## src/rtl/exp16_arb_pkg.sv

```systemverilog
// Shared constants and helpers for the exp16 shared-pipeline arbiter.
package exp16_arb_pkg;

  localparam int unsigned LAT_MUL   = 6;
  localparam int unsigned LAT_ADD   = 11;
  // range reduction, table lookup and result packing
  localparam int unsigned LAT_FIXED = 6;
  localparam int unsigned EXP16_LAT = 2 * LAT_MUL + 2 * LAT_ADD + LAT_FIXED;

  localparam logic [15:0] H_ZERO = 16'h0000;
  localparam logic [15:0] H_ONE  = 16'h3C00;

  function automatic int unsigned tag_w(input int unsigned n);
    return (n > 1) ? $clog2(n) : 1;
  endfunction

endpackage

```

## src/rtl/exp16_res_fifo.sv

```systemverilog
// First-word-fall-through result FIFO; a push into a full FIFO is kept only
// when the same cycle also pops.
module exp16_res_fifo #(
  parameter int unsigned W     = 8,
  parameter int unsigned DEPTH = 4
) (
  input  logic                       clk,
  input  logic                       rstn,
  input  logic                       push_i,
  input  logic [W-1:0]               wdata_i,
  input  logic                       pop_i,
  output logic [W-1:0]               rdata_o,
  output logic                       full_o,
  output logic                       empty_o,
  output logic [$clog2(DEPTH+1)-1:0] count_o
);

  localparam int unsigned AW = (DEPTH > 1) ? $clog2(DEPTH) : 1;
  localparam int unsigned CW = $clog2(DEPTH + 1);

  logic [W-1:0]  mem_q [DEPTH];
  logic [AW-1:0] wr_q, rd_q;
  logic [CW-1:0] cnt_q;
  logic          push_ok, pop_ok;

  function automatic logic [AW-1:0] next_ptr(input logic [AW-1:0] p);
    return (p == AW'(DEPTH - 1)) ? '0 : p + AW'(1);
  endfunction

  assign full_o  = (cnt_q == CW'(DEPTH));
  assign empty_o = (cnt_q == '0);
  assign count_o = cnt_q;
  assign pop_ok  = pop_i & ~empty_o;
  assign push_ok = push_i & (~full_o | pop_ok);
  assign rdata_o = empty_o ? '0 : mem_q[rd_q];

  always_ff @(posedge clk) begin
    if (push_ok) mem_q[wr_q] <= wdata_i;
  end

  always_ff @(posedge clk or negedge rstn) begin
    if (!rstn) begin
      wr_q  <= '0;
      rd_q  <= '0;
      cnt_q <= '0;
    end else begin
      if (push_ok) wr_q <= next_ptr(wr_q);
      if (pop_ok)  rd_q <= next_ptr(rd_q);
      case ({push_ok, pop_ok})
        2'b10:   cnt_q <= cnt_q + CW'(1);
        2'b01:   cnt_q <= cnt_q - CW'(1);
        default: cnt_q <= cnt_q;
      endcase
    end
  end

endmodule

```

## src/rtl/shift_reg.sv

```systemverilog
// Plain resettable delay line of DEPTH stages.
module shift_reg #(
  parameter int unsigned W     = 1,
  parameter int unsigned DEPTH = 1
) (
  input  logic         clk,
  input  logic         rstn,
  input  logic [W-1:0] d_i,
  output logic [W-1:0] q_o
);

  logic [W-1:0] stage_q [DEPTH];

  always_ff @(posedge clk or negedge rstn) begin
    if (!rstn) begin
      for (int unsigned i = 0; i < DEPTH; i++) stage_q[i] <= '0;
    end else begin
      stage_q[0] <= d_i;
      for (int unsigned i = 1; i < DEPTH; i++) stage_q[i] <= stage_q[i-1];
    end
  end

  assign q_o = stage_q[DEPTH-1];

endmodule

```

## src/rtl/exp16_share_arb.sv

```systemverilog
// Round-robin, credit-gated sharing of one non-stallable FP16 exp pipeline.
// Optional EXP16_ARB_LATCHK_EN adds a sticky lat_err latency-mismatch flag.
module exp16_share_arb
  import exp16_arb_pkg::*;
#(
  parameter int unsigned N_REQ      = 4,
  parameter int unsigned DW         = 16,
  parameter int unsigned EXP_LAT    = EXP16_LAT,
  parameter int unsigned FIFO_DEPTH = 48
) (
  input  logic                     clk,
  input  logic                     rstn,
  input  logic [N_REQ-1:0]         req_valid,
  input  logic [N_REQ*DW-1:0]      req_data,
  output logic [N_REQ-1:0]         req_ready,
  output logic                     exp_valid_o,
  output logic [DW-1:0]            exp_x_o,
  input  logic                     exp_valid_i,
  input  logic [DW-1:0]            exp_y_i,
  output logic                     res_valid,
  output logic [DW-1:0]            res_data,
  output logic [tag_w(N_REQ)-1:0]  res_tag,
  input  logic                     res_ready,
  output logic                     busy
`ifdef EXP16_ARB_LATCHK_EN
  ,
  output logic                     lat_err
`endif
);

  localparam int unsigned TW = tag_w(N_REQ);
  localparam int unsigned CW = $clog2(FIFO_DEPTH + 1);

  logic            run_q;
  logic [TW-1:0]   rr_q, rr_d, gnt_idx;
  logic [TW:0]     arb_sum;
  logic            gnt_found, credit_ok, xfer, pop;
  logic [CW-1:0]   credit_q, credit_d;
  logic            exp_valid_q, busy_q;
  logic [DW-1:0]   exp_x_q;
  logic [TW-1:0]   tag_q;
  logic [TW:0]     pipe_head;
  logic            head_v;
  logic [TW-1:0]   head_tag, push_tag;
  logic [DW+TW-1:0] fifo_rdata;
  logic            fifo_full, fifo_empty;
  logic [CW-1:0]   fifo_count;
  logic            unused_fifo_status;

  // First valid requester at or after rr_q, cyclically; run_q keeps grants off in reset.
  always_comb begin
    gnt_found = 1'b0;
    gnt_idx   = '0;
    arb_sum   = '0;
    req_ready = '0;
    credit_ok = (credit_q < CW'(FIFO_DEPTH));
    for (int unsigned k = 0; k < N_REQ; k++) begin
      arb_sum = {1'b0, rr_q} + (TW+1)'(k);
      if (arb_sum >= (TW+1)'(N_REQ)) arb_sum = arb_sum - (TW+1)'(N_REQ);
      if (!gnt_found && req_valid[arb_sum[TW-1:0]]) begin
        gnt_found = 1'b1;
        gnt_idx   = arb_sum[TW-1:0];
      end
    end
    xfer = run_q & credit_ok & gnt_found;
    if (xfer) req_ready[gnt_idx] = 1'b1;
  end

  assign pop = ~fifo_empty & res_ready;

  always_comb begin
    rr_d = rr_q;
    if (xfer) rr_d = (gnt_idx == TW'(N_REQ - 1)) ? '0 : gnt_idx + TW'(1);
    case ({xfer, pop})
      2'b10:   credit_d = credit_q + CW'(1);
      2'b01:   credit_d = credit_q - CW'(1);
      default: credit_d = credit_q;
    endcase
  end

  always_ff @(posedge clk or negedge rstn) begin
    if (!rstn) begin
      run_q       <= 1'b0;
      rr_q        <= '0;
      credit_q    <= '0;
      busy_q      <= 1'b0;
      exp_valid_q <= 1'b0;
      exp_x_q     <= '0;
      tag_q       <= '0;
    end else begin
      run_q       <= 1'b1;
      rr_q        <= rr_d;
      credit_q    <= credit_d;
      busy_q      <= (credit_d != '0);
      exp_valid_q <= xfer;
      if (xfer) begin
        exp_x_q <= req_data[gnt_idx*DW +: DW];
        tag_q   <= gnt_idx;
      end
    end
  end

  assign exp_valid_o = exp_valid_q;
  assign exp_x_o     = exp_x_q;
  assign busy        = busy_q;

  // Tag travels beside the exp unit; its head lines up with exp_valid_i.
  shift_reg #(.W(TW + 1), .DEPTH(EXP_LAT)) u_tag_pipe (
    .clk  (clk),
    .rstn (rstn),
    .d_i  ({exp_valid_q, tag_q}),
    .q_o  (pipe_head)
  );

  assign head_v   = pipe_head[TW];
  assign head_tag = pipe_head[TW-1:0];
  assign push_tag = head_v ? head_tag : '0;

  exp16_res_fifo #(.W(DW + TW), .DEPTH(FIFO_DEPTH)) u_res_fifo (
    .clk     (clk),
    .rstn    (rstn),
    .push_i  (exp_valid_i),
    .wdata_i ({push_tag, exp_y_i}),
    .pop_i   (res_ready),
    .rdata_o (fifo_rdata),
    .full_o  (fifo_full),
    .empty_o (fifo_empty),
    .count_o (fifo_count)
  );

  assign res_valid             = ~fifo_empty;
  assign {res_tag, res_data}   = fifo_rdata;
  assign unused_fifo_status    = ^{fifo_full, fifo_count};

`ifdef EXP16_ARB_LATCHK_EN
  logic lat_err_q;

  // Sticky: valid misalignment with the tag pipe, or a push into a full buffer.
  always_ff @(posedge clk or negedge rstn) begin
    if (!rstn) begin
      lat_err_q <= 1'b0;
    end else if ((exp_valid_i != head_v) || (exp_valid_i && fifo_full)) begin
      lat_err_q <= 1'b1;
    end
  end

  assign lat_err = lat_err_q;
`endif

endmodule

```

## config.mk

```make
export PLATFORM = sky130hd
export DESIGN_NAME = exp16_share_arb
export DESIGN_NICKNAME = d
export VERILOG_FILES = /design/src/rtl/exp16_arb_pkg.sv /design/src/rtl/exp16_res_fifo.sv /design/src/rtl/shift_reg.sv /design/src/rtl/exp16_share_arb.sv
export SDC_FILE = /design/constraint.sdc
export NUM_CORES = 1
export LEC_CHECK = 0
export ABC_AREA = 1
export BUFFER_PORTS_ARGS = -buffer_cell sky130_fd_sc_hd__buf_2
export CELL_PAD_IN_SITES_DETAIL_PLACEMENT = 0
export CELL_PAD_IN_SITES_GLOBAL_PLACEMENT = 1
export CORE_ASPECT_RATIO = 1.75
export CORE_MARGIN = 1.5
export CORE_UTILIZATION = 45
export DETAILED_ROUTE_END_ITERATION = 7
export PLACE_DENSITY_LB_ADDON = 0.1
export SLEW_MARGIN = 20
export SYNTH_ARGS = -nofsm -noshare
export SYNTH_HDL_FRONTEND = slang
export SYNTH_SLANG_ARGS = --single-unit
```

## constraint.sdc

```tcl
create_clock -name clk -period 4.4 [get_ports clk]
set_input_delay 0.88 -clock clk [delete_from_list [all_inputs] [get_ports clk]]
set_output_delay 0.88 -clock clk [all_outputs]
set_load 0.02 [all_outputs]
```

# Word-level counts from Yosys, hierarchy flattened
# Memory sizes are Yosys's and may differ from the RTL's.
# Index checks and enable logic that the tools add are counted.
[classes] addsub=14 n_mul=0 n_div=0 magnitude_cmp=11 eq_ne=8 shift=1 mux=32 bitwise_logic=7 reduce_logical=10
[op_table] op="64-bit by 7-bit variable part select with 16-bit output" n=1
[op_table] op="6-bit by 1-bit adder with 6-bit output (second input constant)" n=4
[op_table] op="6-bit case mux with 2 select lines" n=2
[op_table] op="2-bit 2-to-1 mux" n=10
[op_table] op="6-bit equality test (second input constant)" n=3
[op_table] op="18-bit 2-to-1 mux" n=1
[op_table] op="2-bit by 3-bit < comparator with 1-bit output (second input constant)" n=5
[op_table] op="6-bit 2-to-1 mux" n=2
[op_table] op="6-bit by 1-bit subtractor with 6-bit output (second input constant)" n=2
[op_table] op="1-bit 2-to-1 mux" n=11
[op_table] op="3-bit >= comparator (second input constant)" n=3
[op_table] op="1-bit binary-select mux with 2-bit select" n=4
[op_table] op="2-bit by 1-bit subtractor with 2-bit output (second input constant)" n=4
[op_table] op="2-bit by 2-bit adder with 3-bit output (second input constant)" n=2
[op_table] op="2-bit equality test (second input constant)" n=3
[op_table] op="6-bit zero test" n=1
[op_table] op="6-bit < comparator (second input constant)" n=1
[op_table] op="6-bit nonzero test" n=1
[op_table] op="1-bit bitwise AND" n=4
[op_table] op="2-bit by 1-bit equality test with 1-bit output (second input constant)" n=2
[op_table] op="1-bit logical AND" n=4
[op_table] op="4-bit 2-to-1 mux" n=1
[op_table] op="2-bit by 1-bit adder with 3-bit output (second input constant)" n=1
[op_table] op="2-bit by 3-bit >= comparator with 1-bit output (second input constant)" n=1
[op_table] op="7 further kinds" n=10
[word_totals] ff_bits=167 latch_bits=0 ramBits=864 mem_bits_ro=0 input_bits=88 output_inout_bits=41 elab_cells=134 mem_count=1
[mem_list] memory="u_res_fifo.mem_q" words=48 width=18 rd=1 rd_ports_with_merged_regs=0 write_ports=1 line="exp16_res_fifo.sv:21" rtl="logic [W-1:0] mem_q [DEPTH];"

# Logic depth before layout (Yosys ltp)
# Gate-level depths: netlist (run 1).
[depth] ltp_word=19 ltp_mapped=25 depth_no_buf=21

# Modules after synthesis
# From an unflattened synthesis (run 1), not the netlist that was laid out.
[unflattened] cells_unflattened=3809 hier_area_um2=41965.2
[by_module_without_submodules] mod="exp16_res_fifo" n_inst=1 cells_per_inst=3313 area_each_um2=36613.9 seq_area_each_um2=26395.3
[by_module_without_submodules] mod="shift_reg" n_inst=1 cells_per_inst=123 area_each_um2=3025.4 seq_area_each_um2=3002.9
[by_module_without_submodules] mod="exp16_share_arb" n_inst=1 cells_per_inst=373 area_each_um2=2326.0 seq_area_each_um2=725.7

# Worst setup path after synthesis (run 1)
# Ideal clock, no wire load.
[synth_path] path_type="input to register" from="input req_valid[1]" to="register busy_q, in the netlist busy" setup_ns=0.119 arrival_ns=3.186 required_time_ns=4.281 setup_slack_ns=1.095 path_stages=22 path_buffers=3 path_cell_list="inv_1 nand2_1 nand3_1 nand2_1 nor2_4 nand3_2 nand2_1 buf_2 buf_2 ha_1 buf_2 xnor2_1 inv_1 ha_1 inv_1 nand2_1 o21ai_0 nand2_1 nor3_1 nand3_1 nor2_1 nand2_1"
[synth_via] elab_chain_cells=16 word_cells_on_any_way=23 classes_between="eq/ne (2); mux (13); bitwise (1); reduce/logical (7)"
[synth_rtl] element="start: declaration" line="exp16_share_arb.sv:13" rtl="input logic [N_REQ-1:0] req_valid,"
[synth_rtl] element="1-bit binary-select mux with 2-bit select" line="exp16_share_arb.sv:60" rtl="if (!gnt_found && req_valid[arb_sum[TW-1:0]]) begin"
[synth_rtl] element="1-bit 2-to-1 mux (implied by the code)" line="exp16_share_arb.sv:60"
[synth_rtl] element="1-bit 2-to-1 mux" line="exp16_share_arb.sv:60"
[synth_rtl] element="1-bit zero test" line="exp16_share_arb.sv:60"
[synth_rtl] element="1-bit logical AND" line="exp16_share_arb.sv:60"
[synth_rtl] element="1-bit 2-to-1 mux" line="exp16_share_arb.sv:60"
[synth_rtl] element="1-bit zero test" line="exp16_share_arb.sv:60"
[synth_rtl] element="1-bit logical AND" line="exp16_share_arb.sv:60"
[synth_rtl] element="1-bit 2-to-1 mux" line="exp16_share_arb.sv:60"
[synth_rtl] element="1-bit zero test" line="exp16_share_arb.sv:60"
[synth_rtl] element="1-bit logical AND" line="exp16_share_arb.sv:60"
[synth_rtl] element="1-bit 2-to-1 mux *" line="exp16_share_arb.sv:60"
[synth_rtl] element="1-bit bitwise AND *" line="exp16_share_arb.sv:65" rtl="xfer = run_q & credit_ok & gnt_found;"
[synth_rtl] element="2-bit by 1-bit equality test with 1-bit output or 2-bit equality test (tied branches)" line="exp16_share_arb.sv:74" rtl="case ({xfer, pop})"
[synth_rtl] element="6-bit case mux with 2 select lines *" line="exp16_share_arb.sv:74"
[synth_rtl] element="net credit_d[2]" line="exp16_share_arb.sv:38" rtl="logic [CW-1:0] credit_q, credit_d;"
[synth_rtl] element="6-bit nonzero test *" line="exp16_share_arb.sv:94" rtl="busy_q <= (credit_d != '0);"
[synth_rtl] element="end signal: assignment" line="exp16_share_arb.sv:94"
[synth_rtl] element="end: declaration" line="exp16_share_arb.sv:39" rtl="logic exp_valid_q, busy_q;"
# Mark *: on every way through the listed nets, which the timed path passes. The rest lies on a longest branch. The select of a mux whose other input is x is not followed.
# A chain may end at the register's enable or synchronous reset.

# Worst setup path after layout (run 1)
[layout_path] from="register u_res_fifo.rd_q[1]" to="output res_data[12]"
[layout_via] elab_chain_cells=2
[layout_rtl] element="start: declaration" line="exp16_res_fifo.sv:22" rtl="logic [AW-1:0] wr_q, rd_q;"
[layout_rtl] element="start signal: assignment" line="exp16_res_fifo.sv:48" rtl="if (pop_ok) rd_q <= next_ptr(rd_q);"
[layout_rtl] element="memory read 48 x 18 bit"
[layout_rtl] element="18-bit 2-to-1 mux" line="exp16_res_fifo.sv:35" rtl="assign rdata_o = empty_o ? '0 : mem_q[rd_q];"
[layout_rtl] element="end: declaration" line="exp16_share_arb.sv:21" rtl="output logic [DW-1:0] res_data,"
# Every way passes these cells.

==> results of run 1 <==
## synthesized netlist by cell type
cell,number,area [µm²]
sky130_fd_sc_hd__nor2_4,1,11.3
sky130_fd_sc_hd__inv_4,1,6.26
sky130_fd_sc_hd__o211ai_1,99,743
sky130_fd_sc_hd__a2bb2oi_1,1,8.76
sky130_fd_sc_hd__ha_1,13,163
sky130_fd_sc_hd__a21boi_0,1,7.51
sky130_fd_sc_hd__conb_1,1,3.75
sky130_fd_sc_hd__nand2_2,2,12.5
sky130_fd_sc_hd__o21ai_1,23,115
sky130_fd_sc_hd__o21a_1,1,7.51
sky130_fd_sc_hd__edfxtp_1,864,25900
sky130_fd_sc_hd__nand3_4,1,17.5
sky130_fd_sc_hd__clkinv_1,1,3.75
sky130_fd_sc_hd__nand2_1,295,1110
sky130_fd_sc_hd__o31a_1,1,8.76
sky130_fd_sc_hd__xnor2_1,6,52.6
sky130_fd_sc_hd__dfrtp_1,167,4180
sky130_fd_sc_hd__o21ai_0,452,2260
sky130_fd_sc_hd__o221ai_1,9,78.8
sky130_fd_sc_hd__buf_4,12,90.1
sky130_fd_sc_hd__clkbuf_1,127,477
sky130_fd_sc_hd__o21bai_1,6,45.0
sky130_fd_sc_hd__a21oi_2,1,8.76
sky130_fd_sc_hd__fa_1,1,20.0
sky130_fd_sc_hd__nor2_1,597,2240
sky130_fd_sc_hd__nand3_1,129,646
sky130_fd_sc_hd__buf_2,41,205
sky130_fd_sc_hd__inv_2,3,11.3
sky130_fd_sc_hd__o22ai_1,116,726
sky130_fd_sc_hd__nand3_2,2,20.0
sky130_fd_sc_hd__buf_6,5,56.3
sky130_fd_sc_hd__inv_1,46,173
sky130_fd_sc_hd__nor3_1,5,25.0
sky130_fd_sc_hd__or2_2,1,6.26
sky130_fd_sc_hd__buf_1,16,60.1
sky130_fd_sc_hd__nand4_1,47,294
sky130_fd_sc_hd__xor2_1,9,78.8
sky130_fd_sc_hd__a22oi_1,1,7.51
sky130_fd_sc_hd__a21oi_1,51,255
## power by group through the flow
stage	logic (mW)	clock network (mW)	registers, mW
after global routing	11.3	8.93	12.3
after floorplan	6.30	0	12.2
after CTS	10.4	8.57	12.2
final	10.4	8.41	12.2
after detailed placement	10.3	0	12.4
after global placement	10.2	0	12.4
## layer usage
layer | share of wire, % | wire length [µm] | vias up
met5 | 0 | 0 | -
met4 | 4.8 | 5560 | 0
met3 | 4.4 | 5100 | 194
met2 | 53 | 61400 | 790
met1 | 38 | 43200 | 13144
li1 | - | - | 11716
## layout make-up
type | count | share of cell area [%]
well taps | 1168 | 3.18
flip-flops and latches | 1031 | 65.6
clock inverters | 50 | 1.31
multi-input cells | 1872 | 19.8
diodes | 2 | 0.0109
repair buffers | 240 | 3.90
inverters | 51 | 0.455
clock buffers | 121 | 5.68
## cell families after synthesis
group                    share of synthesized area, %
buffers and inverters                            2.69
AND/OR/NAND/NOR                                  10.9
adder cells (fa/ha/maj)                         0.455
XOR/XNOR                                        0.327
AO/OA/AOI/OAI                                    10.6
other                                         0.00933
flip-flops                                       75.0
## placed cells by master (no fill, tap or decap), types with 3 or more instances in the layout
cell / synthesis / layout
sky130_fd_sc_hd__nor3_1: 5 / 5
sky130_fd_sc_hd__nand3_1: 129 / 128
sky130_fd_sc_hd__nand2_1: 295 / 295
sky130_fd_sc_hd__o22ai_1: 116 / 116
sky130_fd_sc_hd__clkbuf_16: 0 / 99
sky130_fd_sc_hd__clkinvlp_4: 0 / 6
sky130_fd_sc_hd__o211ai_1: 99 / 99
sky130_fd_sc_hd__clkbuf_8: 0 / 9
sky130_fd_sc_hd__xnor2_1: 6 / 6
sky130_fd_sc_hd__clkbuf_1: 127 / 15
sky130_fd_sc_hd__clkinv_16: 0 / 4
sky130_fd_sc_hd__clkinv_2: 0 / 15
sky130_fd_sc_hd__buf_6: 5 / 4
sky130_fd_sc_hd__nand3_2: 2 / 3
sky130_fd_sc_hd__nor2_2: 0 / 45
sky130_fd_sc_hd__buf_16: 0 / 5
sky130_fd_sc_hd__dfrtp_4: 0 / 3
sky130_fd_sc_hd__o21ai_0: 452 / 452
sky130_fd_sc_hd__buf_4: 12 / 92
sky130_fd_sc_hd__inv_1: 46 / 43
sky130_fd_sc_hd__o21ai_1: 23 / 23
sky130_fd_sc_hd__inv_6: 0 / 4
sky130_fd_sc_hd__inv_2: 3 / 4
sky130_fd_sc_hd__bufinv_16: 0 / 7
sky130_fd_sc_hd__edfxtp_1: 864 / 864
sky130_fd_sc_hd__clkinv_1: 1 / 9
sky130_fd_sc_hd__o221ai_1: 9 / 9
sky130_fd_sc_hd__inv_16: 0 / 3
sky130_fd_sc_hd__dfrtp_1: 167 / 164
sky130_fd_sc_hd__nand4_1: 47 / 47
sky130_fd_sc_hd__xor2_1: 9 / 9
sky130_fd_sc_hd__nor2_1: 597 / 551
sky130_fd_sc_hd__clkinv_4: 0 / 3
sky130_fd_sc_hd__a21oi_1: 51 / 51
sky130_fd_sc_hd__buf_12: 0 / 12
sky130_fd_sc_hd__ha_1: 13 / 13
sky130_fd_sc_hd__buf_2: 41 / 125
sky130_fd_sc_hd__o21bai_1: 6 / 6
## registers in the layout (all words and copies together) (netlist names)
name,flops
u_res_fifo.mem_q,864
busy,1
u_res_fifo.wr_q,6
run_q,1
u_tag_pipe.q_o,3
u_res_fifo.rd_q,6
credit_q,6
exp_valid_o,1
rr_q,2
tag_q,2
exp_x_o,16
u_res_fifo.count_o,6
u_tag_pipe.stage_q,117
## worst max path at each step
stage,cells past startpoint,endpoint,slack (ns)
finish,11,res_data[12],0.05
floorplan,22,busy,1.10
global placement,9,res_data[4],0.74
detailed placement,9,res_data[3],0.71
global route,11,res_data[12],0.006
CTS,8,res_data[3],0.007
## per-stage QoR
| stage | hold WS [ns] | cells | utilization (%) |
|---|---|---|---|
| global placement | 0.335 | 4356 | 48.2 |
| floorplan | 0.331 | 3155 | - |
| detailed placement | 0.335 | 4357 | 48.2 |
| global route | 0.197 | 4533 | 52.0 |
| finish | 0.134 | 4535 | 52.0 |
| CTS | 0.136 | 4528 | 51.8 |
## repair_timing
item | CTS | global route
cloned | 0 | 2
setup endpoints to repair | 6 | 11
resized for setup | 6 | 3
buffers inserted | 0 | 1
==> reports/qor.log, run 1 <==
[outcome] result of the run completed
[floorplan] I/O pins 129
[setup_path] required time at the endpoint of the critical path 3.52 ns
[sta] Final Max Slew Viols 0
[setup_path] worst reg2reg setup slack 0.92 ns
[layout] flip-flop and latch area 0.0301 mm²
[setup_path] reg2reg end busy
[clock_network] clock tree root driver cell sky130_fd_sc_hd__clkbuf_16
[clock_network] hold bufs inserted after CTS 0
[routing] DR WL/cell 25.4 µm
[floorplan] Chip Width 229 µm
[sta] max-slew headroom at the worst pin 25.3%
[global_route] pin count of the biggest net entering global routing 143
[setup_path] slowest stage cell on the critical path sky130_fd_sc_hd__dfrtp_4
[power] static leakage 16.0 nW
[sta] final hold violations 0
[worst_hold_path] classification of the worst-slack hold path input port to asynchronous set/reset pin
[global_route] wire length of the first global-routing pass 168000 µm
[clock_network] clock buffer count from CTS 93
[setup_path] worst r2r path cells 19
[routing] number of DRC markers after the initial detailed-route iteration 2271
[setup_path] startpoint of the most critical setup path u_res_fifo.rd_q[1]
[power] Peak supply drop 0.700 mV
[global_route] overall global routing resource usage 25.2%
[yosys] Distinct cells, synth 39
[floorplan] initial core utilization 45.5%
[floorplan] overall die height 398 µm
[yosys] number of synthesis warnings 0
[clock_network] number of sinks driven by the clock tree 1031
[yosys] combined area of all synthesized cells 0.0402 mm²
[clock_network] maximum level of the CTS H-tree 3
[power] overall power 31.1 mW
[power] combinational fraction of design power 33.6%
[sta] Worst Tran Pin Value 1.12 ns
[setup_path] type of element capturing the critical path primary output
[power] Psw 11.8 mW
[yosys] share of the yosys chip area belonging to registers 75.0%
[sta] top achievable clock speed 230 MHz
[routing] Total Routed Length 115000 µm
[global_route] initial antenna violation count 3
[clock_network] later-pin clock latency in the skew report 0.70 ns
[setup_path] Crit path buffers/inverters 3
[global_route] met1 capacity usage during global routing 29.0%
[setup_path] most frequent CP cell sky130_fd_sc_hd__nand2_1
[routing] first drt pass iteration count 6
[yosys] number of nets produced by synthesis 3257
[routing] DRC 0
[setup_path] kind of cell with the highest combined delay on the critical path compound AO/OA/AOI/OAI gates
[setup_path] largest incremental delay on the critical path 0.65 ns
[routing] drt via density 5.70
[layout] signed area change from the synthesized netlist to the final layout 14.3%
[yosys] number of instances in the synthesized netlist 3155
[placed_design] HPWL reported at the end of detailed placement 67600 µm
[placed_design] Routability Congestion 0.863
[global_route] number of global-route vias before repair 25665
[setup_path] r2r startpoint u_res_fifo.count_o[0]
[power] P per Cell Area 677 mW/mm²
[layout] fraction of layout instances using a drive strength above 1 13.5%
[layout] Final #Nets 3391
[setup_path] Setup crit start kind register
[global_route] routing layer with the top usage in global route met2
[placed_design] standard cell area after detailed placement 0.0425 mm²
[setup_path] Max Fanout on Critical Path 74
[sta] unrepaired setup endpoints after global routing no
[layout] fin area 0.0459 mm²
[power] portion of total power attributed to sequential cells 39.4%
[clock_network] maximum buffer depth of the clock tree 3
[sta] post-layout min period 4.35 ns
[sta] worst clock skew 0.0373 ns
[power] Clock power frac 27.1%
[sta] post-route setup TNS 0 ns
[sta] PnR worst setup slack 0.0520 ns
[setup_path] worst endpoint data arrival time 3.47 ns
[floorplan] die area 0.0912 mm²
[routing] vias after detailed routing 25844
[sta] final setup vio count 0
[clock_network] TritonCTS clock tree built
[layout] fillers 7526
[power] Internal Dissipation 19.3 mW
[setup_path] critical path start-end classification register to primary output
[layout] area taken by multi-input logic gates 0.00910 mm²
[power] switching portion of total power 37.9%
[floorplan] site row count 144
[sta] portion of the clock cycle consumed by the worst path in the final layout 98.8%
[placed_design] setup slack at placement 0.713 ns
[routing] ANT nets after route 0
[setup_path] cells traversed along the worst timing path inv_4 -> buf_16 -> o21ai_0 -> o22ai_1 -> nand2_1 -> nand2_1 -> a21oi_1 -> nand2_1 -> nand2_1 -> a21oi_1 -> buf_2
[global_route] total grt overflow 0
[flow_run] # Max-Cap Violations 0
[yosys] mean instance size in the synthesized netlist 12.7 µm²
[floorplan] area inside the core boundary 0.0883 mm²
[clock_network] clk slew on worst S/H paths 0.07 ns
[yosys] post-synthesis sequential element count 1031
[global_route] GR met2 Demand/Resource 46.3%
[placed_design] count of input and output buffers 128
[global_route] GRT met3 Usage 2.85%
(Power assumes the default switching activity.)
==> run 2, diff against run 1 <==
--- a/config.mk
+++ b/config.mk
@@ -14,7 +14,8 @@
 export CORE_UTILIZATION = 45
 export DETAILED_ROUTE_END_ITERATION = 7
 export PLACE_DENSITY_LB_ADDON = 0.1
-export SLEW_MARGIN = 20
+export REMOVE_ABC_BUFFERS = 1
+export SLEW_MARGIN = 5
 export SYNTH_ARGS = -nofsm -noshare
 export SYNTH_HDL_FRONTEND = slang
 export SYNTH_SLANG_ARGS = --single-unit
==> reports/qor.log, run 2 (synthesis results as in run 1) <==
[setup_path] worst reg2reg setup slack 1.14 ns
[layout] Final Instance Count excl. Fillers 4553
[routing] DRC 0
[placed_design] Routability Congestion 0.834
[flow_run] # Max-Cap Violations 0
[setup_path] cells traversed along the worst timing path buf_12 -> o21ai_0 -> o22ai_1 -> nand2_1 -> nand2_1 -> a21oi_1 -> nand2_1 -> nand2_1 -> a21oi_1 -> buf_2
[layout] flip-flop and latch area 0.0301 mm²
[floorplan] initial core utilization 45.5%
[power] Internal Dissipation 19.1 mW
[layout] fillers 7588
[outcome] result of the run completed
[power] static leakage 16.0 nW
[clock_network] clock buffer count from CTS 90
[power] Clock power frac 26.1%
[setup_path] worst endpoint data arrival time 3.50 ns
[power] portion of total power attributed to sequential cells 39.6%
[sta] portion of the clock cycle consumed by the worst path in the final layout 99.5%
[floorplan] area inside the core boundary 0.0883 mm²
[power] Peak supply drop 0.637 mV
[layout] fin area 0.0458 mm²
[global_route] routing layer with the top usage in global route met2
[global_route] overall global routing resource usage 25.7%
[clock_network] number of sinks driven by the clock tree 1031
[power] Psw 11.6 mW
[floorplan] die area 0.0912 mm²
[setup_path] startpoint of the most critical setup path u_res_fifo.rd_q[0]
[layout] area taken by multi-input logic gates 0.00911 mm²
[setup_path] required time at the endpoint of the critical path 3.52 ns
[clock_network] clk slew on worst S/H paths 0.07 ns
[routing] first drt pass iteration count 5
[power] switching portion of total power 37.8%
[global_route] met1 capacity usage during global routing 30.0%
[routing] number of DRC markers after the initial detailed-route iteration 2201
[layout] Final #Nets 3409
[sta] Final Max Slew Viols 0
[setup_path] Max Fanout on Critical Path 147
[layout] signed area change from the synthesized netlist to the final layout 13.9%
[power] combinational fraction of design power 34.4%
[routing] drt via density 5.70
[worst_hold_path] classification of the worst-slack hold path input port to asynchronous set/reset pin
[routing] Total Routed Length 116000 µm
[setup_path] type of element capturing the critical path primary output
[global_route] wire length of the first global-routing pass 171000 µm
[clock_network] maximum buffer depth of the clock tree 3
[floorplan] Chip Width 229 µm
[clock_network] TritonCTS clock tree built
[layout] register with the most flip-flops u_res_fifo.mem_q
[routing] vias after detailed routing 25945
[sta] Worst Tran Pin Value 1.23 ns
[setup_path] largest incremental delay on the critical path 0.58 ns
[global_route] pin count of the biggest net entering global routing 148
[placed_design] standard cell area after detailed placement 0.0427 mm²
[power] P per Cell Area 672 mW/mm²
[setup_path] most frequent CP cell sky130_fd_sc_hd__nand2_1
[layout] Largest register FFs 864
[setup_path] critical path start-end classification register to primary output
[sta] unrepaired setup endpoints after global routing no
[floorplan] I/O pins 129
[setup_path] r2r startpoint u_res_fifo.count_o[0]
[sta] worst clock skew 0.0293 ns
[sta] post-layout min period 4.38 ns
[layout] most common cell after layout, fill and taps aside sky130_fd_sc_hd__edfxtp_1
[routing] ANT nets after route 0
[floorplan] site row count 144
[routing] DR WL/cell 25.6 µm
[setup_path] Setup crit start kind register
[layout] most used cells in the layout excluding fill and tap cells sky130_fd_sc_hd__edfxtp_1, sky130_fd_sc_hd__nor2_1, sky130_fd_sc_hd__o21ai_0
[sta] final hold violations 0
[setup_path] worst r2r path cells 19
[setup_path] critical path capture point res_data[12]
[clock_network] hold bufs inserted after CTS 0
[placed_design] Post-Place Cells 4383
[global_route] number of global-route vias before repair 26199
[clock_network] clock tree root driver cell sky130_fd_sc_hd__clkbuf_16
[floorplan] overall die height 398 µm
[sta] top achievable clock speed 228 MHz
[global_route] initial antenna violation count 2
[sta] max-slew headroom at the worst pin 18.3%
[setup_path] slowest stage cell on the critical path sky130_fd_sc_hd__dfrtp_4
[clock_network] later-pin clock latency in the skew report 0.69 ns
[clock_network] maximum level of the CTS H-tree 3
[global_route] total grt overflow 0
[placed_design] count of input and output buffers 128
[global_route] GRT met3 Usage 3.05%
[global_route] GR met2 Demand/Resource 47.1%
[sta] final setup vio count 0
[layout] fraction of layout instances using a drive strength above 1 13.8%
[setup_path] reg2reg end busy
[placed_design] HPWL reported at the end of detailed placement 69000 µm
-- run 2: cell types whose count changed in the layout (fill, tap and decap cells not counted), moves of 3 or more --
cell,delta
sky130_fd_sc_hd__nor2_1,-3
sky130_fd_sc_hd__buf_16,-5
sky130_fd_sc_hd__clkbuf_8,-6
sky130_fd_sc_hd__clkinv_16,-4
sky130_fd_sc_hd__clkinvlp_4,-3
sky130_fd_sc_hd__nor2_2,+3
sky130_fd_sc_hd__clkinv_1,+8
sky130_fd_sc_hd__buf_12,+4
sky130_fd_sc_hd__buf_4,+20
sky130_fd_sc_hd__inv_4,+3
-- run 2: critical path, delay by kind of cell (launching register included) --
family,cells,cell delay [ns]
and+or+nand+nor,4,0.57
buffers and inverters,2,0.46
AOI/OAI and AO/OA,4,1.06
DFF,1,0.58
-- run 2: final cells by class --
| class | count | share of cell area, % |
|---|---|---|
| inverter | 51 | 0.457 |
| sequential | 1031 | 65.8 |
| multi-input combinational | 1872 | 19.9 |
| clock inverter | 51 | 0.981 |
| timing repair buffer | 261 | 4.08 |
| tap | 1168 | 3.19 |
| clock buffer | 115 | 5.52 |
| antenna | 4 | 0.0219 |
-- run 2: routing by layer --
layer | vias to the layer above | part of all wire (%) | routed length, µm
met5 | - | 0 | 0
met4 | 0 | 4.7 | 5490
met1 | 13128 | 37 | 43600
met3 | 197 | 5.2 | 6000
met2 | 858 | 53 | 61300
li1 | 11762 | - | -
-- run 2: power by group through the flow --
stage               clock, mW  combinational [mW]  sequential (mW)
detailed placement          0                10.6             12.4
global placement            0                10.5             12.4
CTS                      8.16                10.7             12.2
finish                   8.01                10.6             12.2
global route             8.50                11.5             12.3
floorplan                   0                5.61             12.8
-- run 2: worst min path at each step --
stage,endpoint,slack [ns],depth (start not counted)
final,credit_q[5],0.12,1
after global routing,credit_q[3],0.13,1
after CTS,rr_q[1],0.10,1
after detailed placement,u_tag_pipe.stage_q[10],0.33,0
after global placement,u_tag_pipe.stage_q[3],0.33,0
after floorplan,u_tag_pipe.q_o[0],0.33,0
-- run 2: per-stage QoR --
step | worst slack (ns) | setup TNS (ns) | hold slack, ns | utilization, % | total power [mW]
after CTS | 0.00393 | 0 | 0.101 | 51.8 | 31.0
after global placement | 0.546 | 0 | 0.333 | 48.4 | 22.8
final | 0.0217 | 0 | 0.122 | 51.8 | 30.7
after detailed placement | 0.544 | 0 | 0.335 | 48.4 | 23.0
after floorplan | -14.44 | -286.42 | 0.331 | - | 18.4
after global routing | 0.00773 | 0 | 0.132 | 51.8 | 32.2
-- run 2: what timing repair did --
| item | in CTS | in global routing |
|---|---|---|
| buffers inserted | 1 | 0 |
| gates resized for setup | 6 | 2 |
| endpoints found under the setup margin | 6 | 5 |
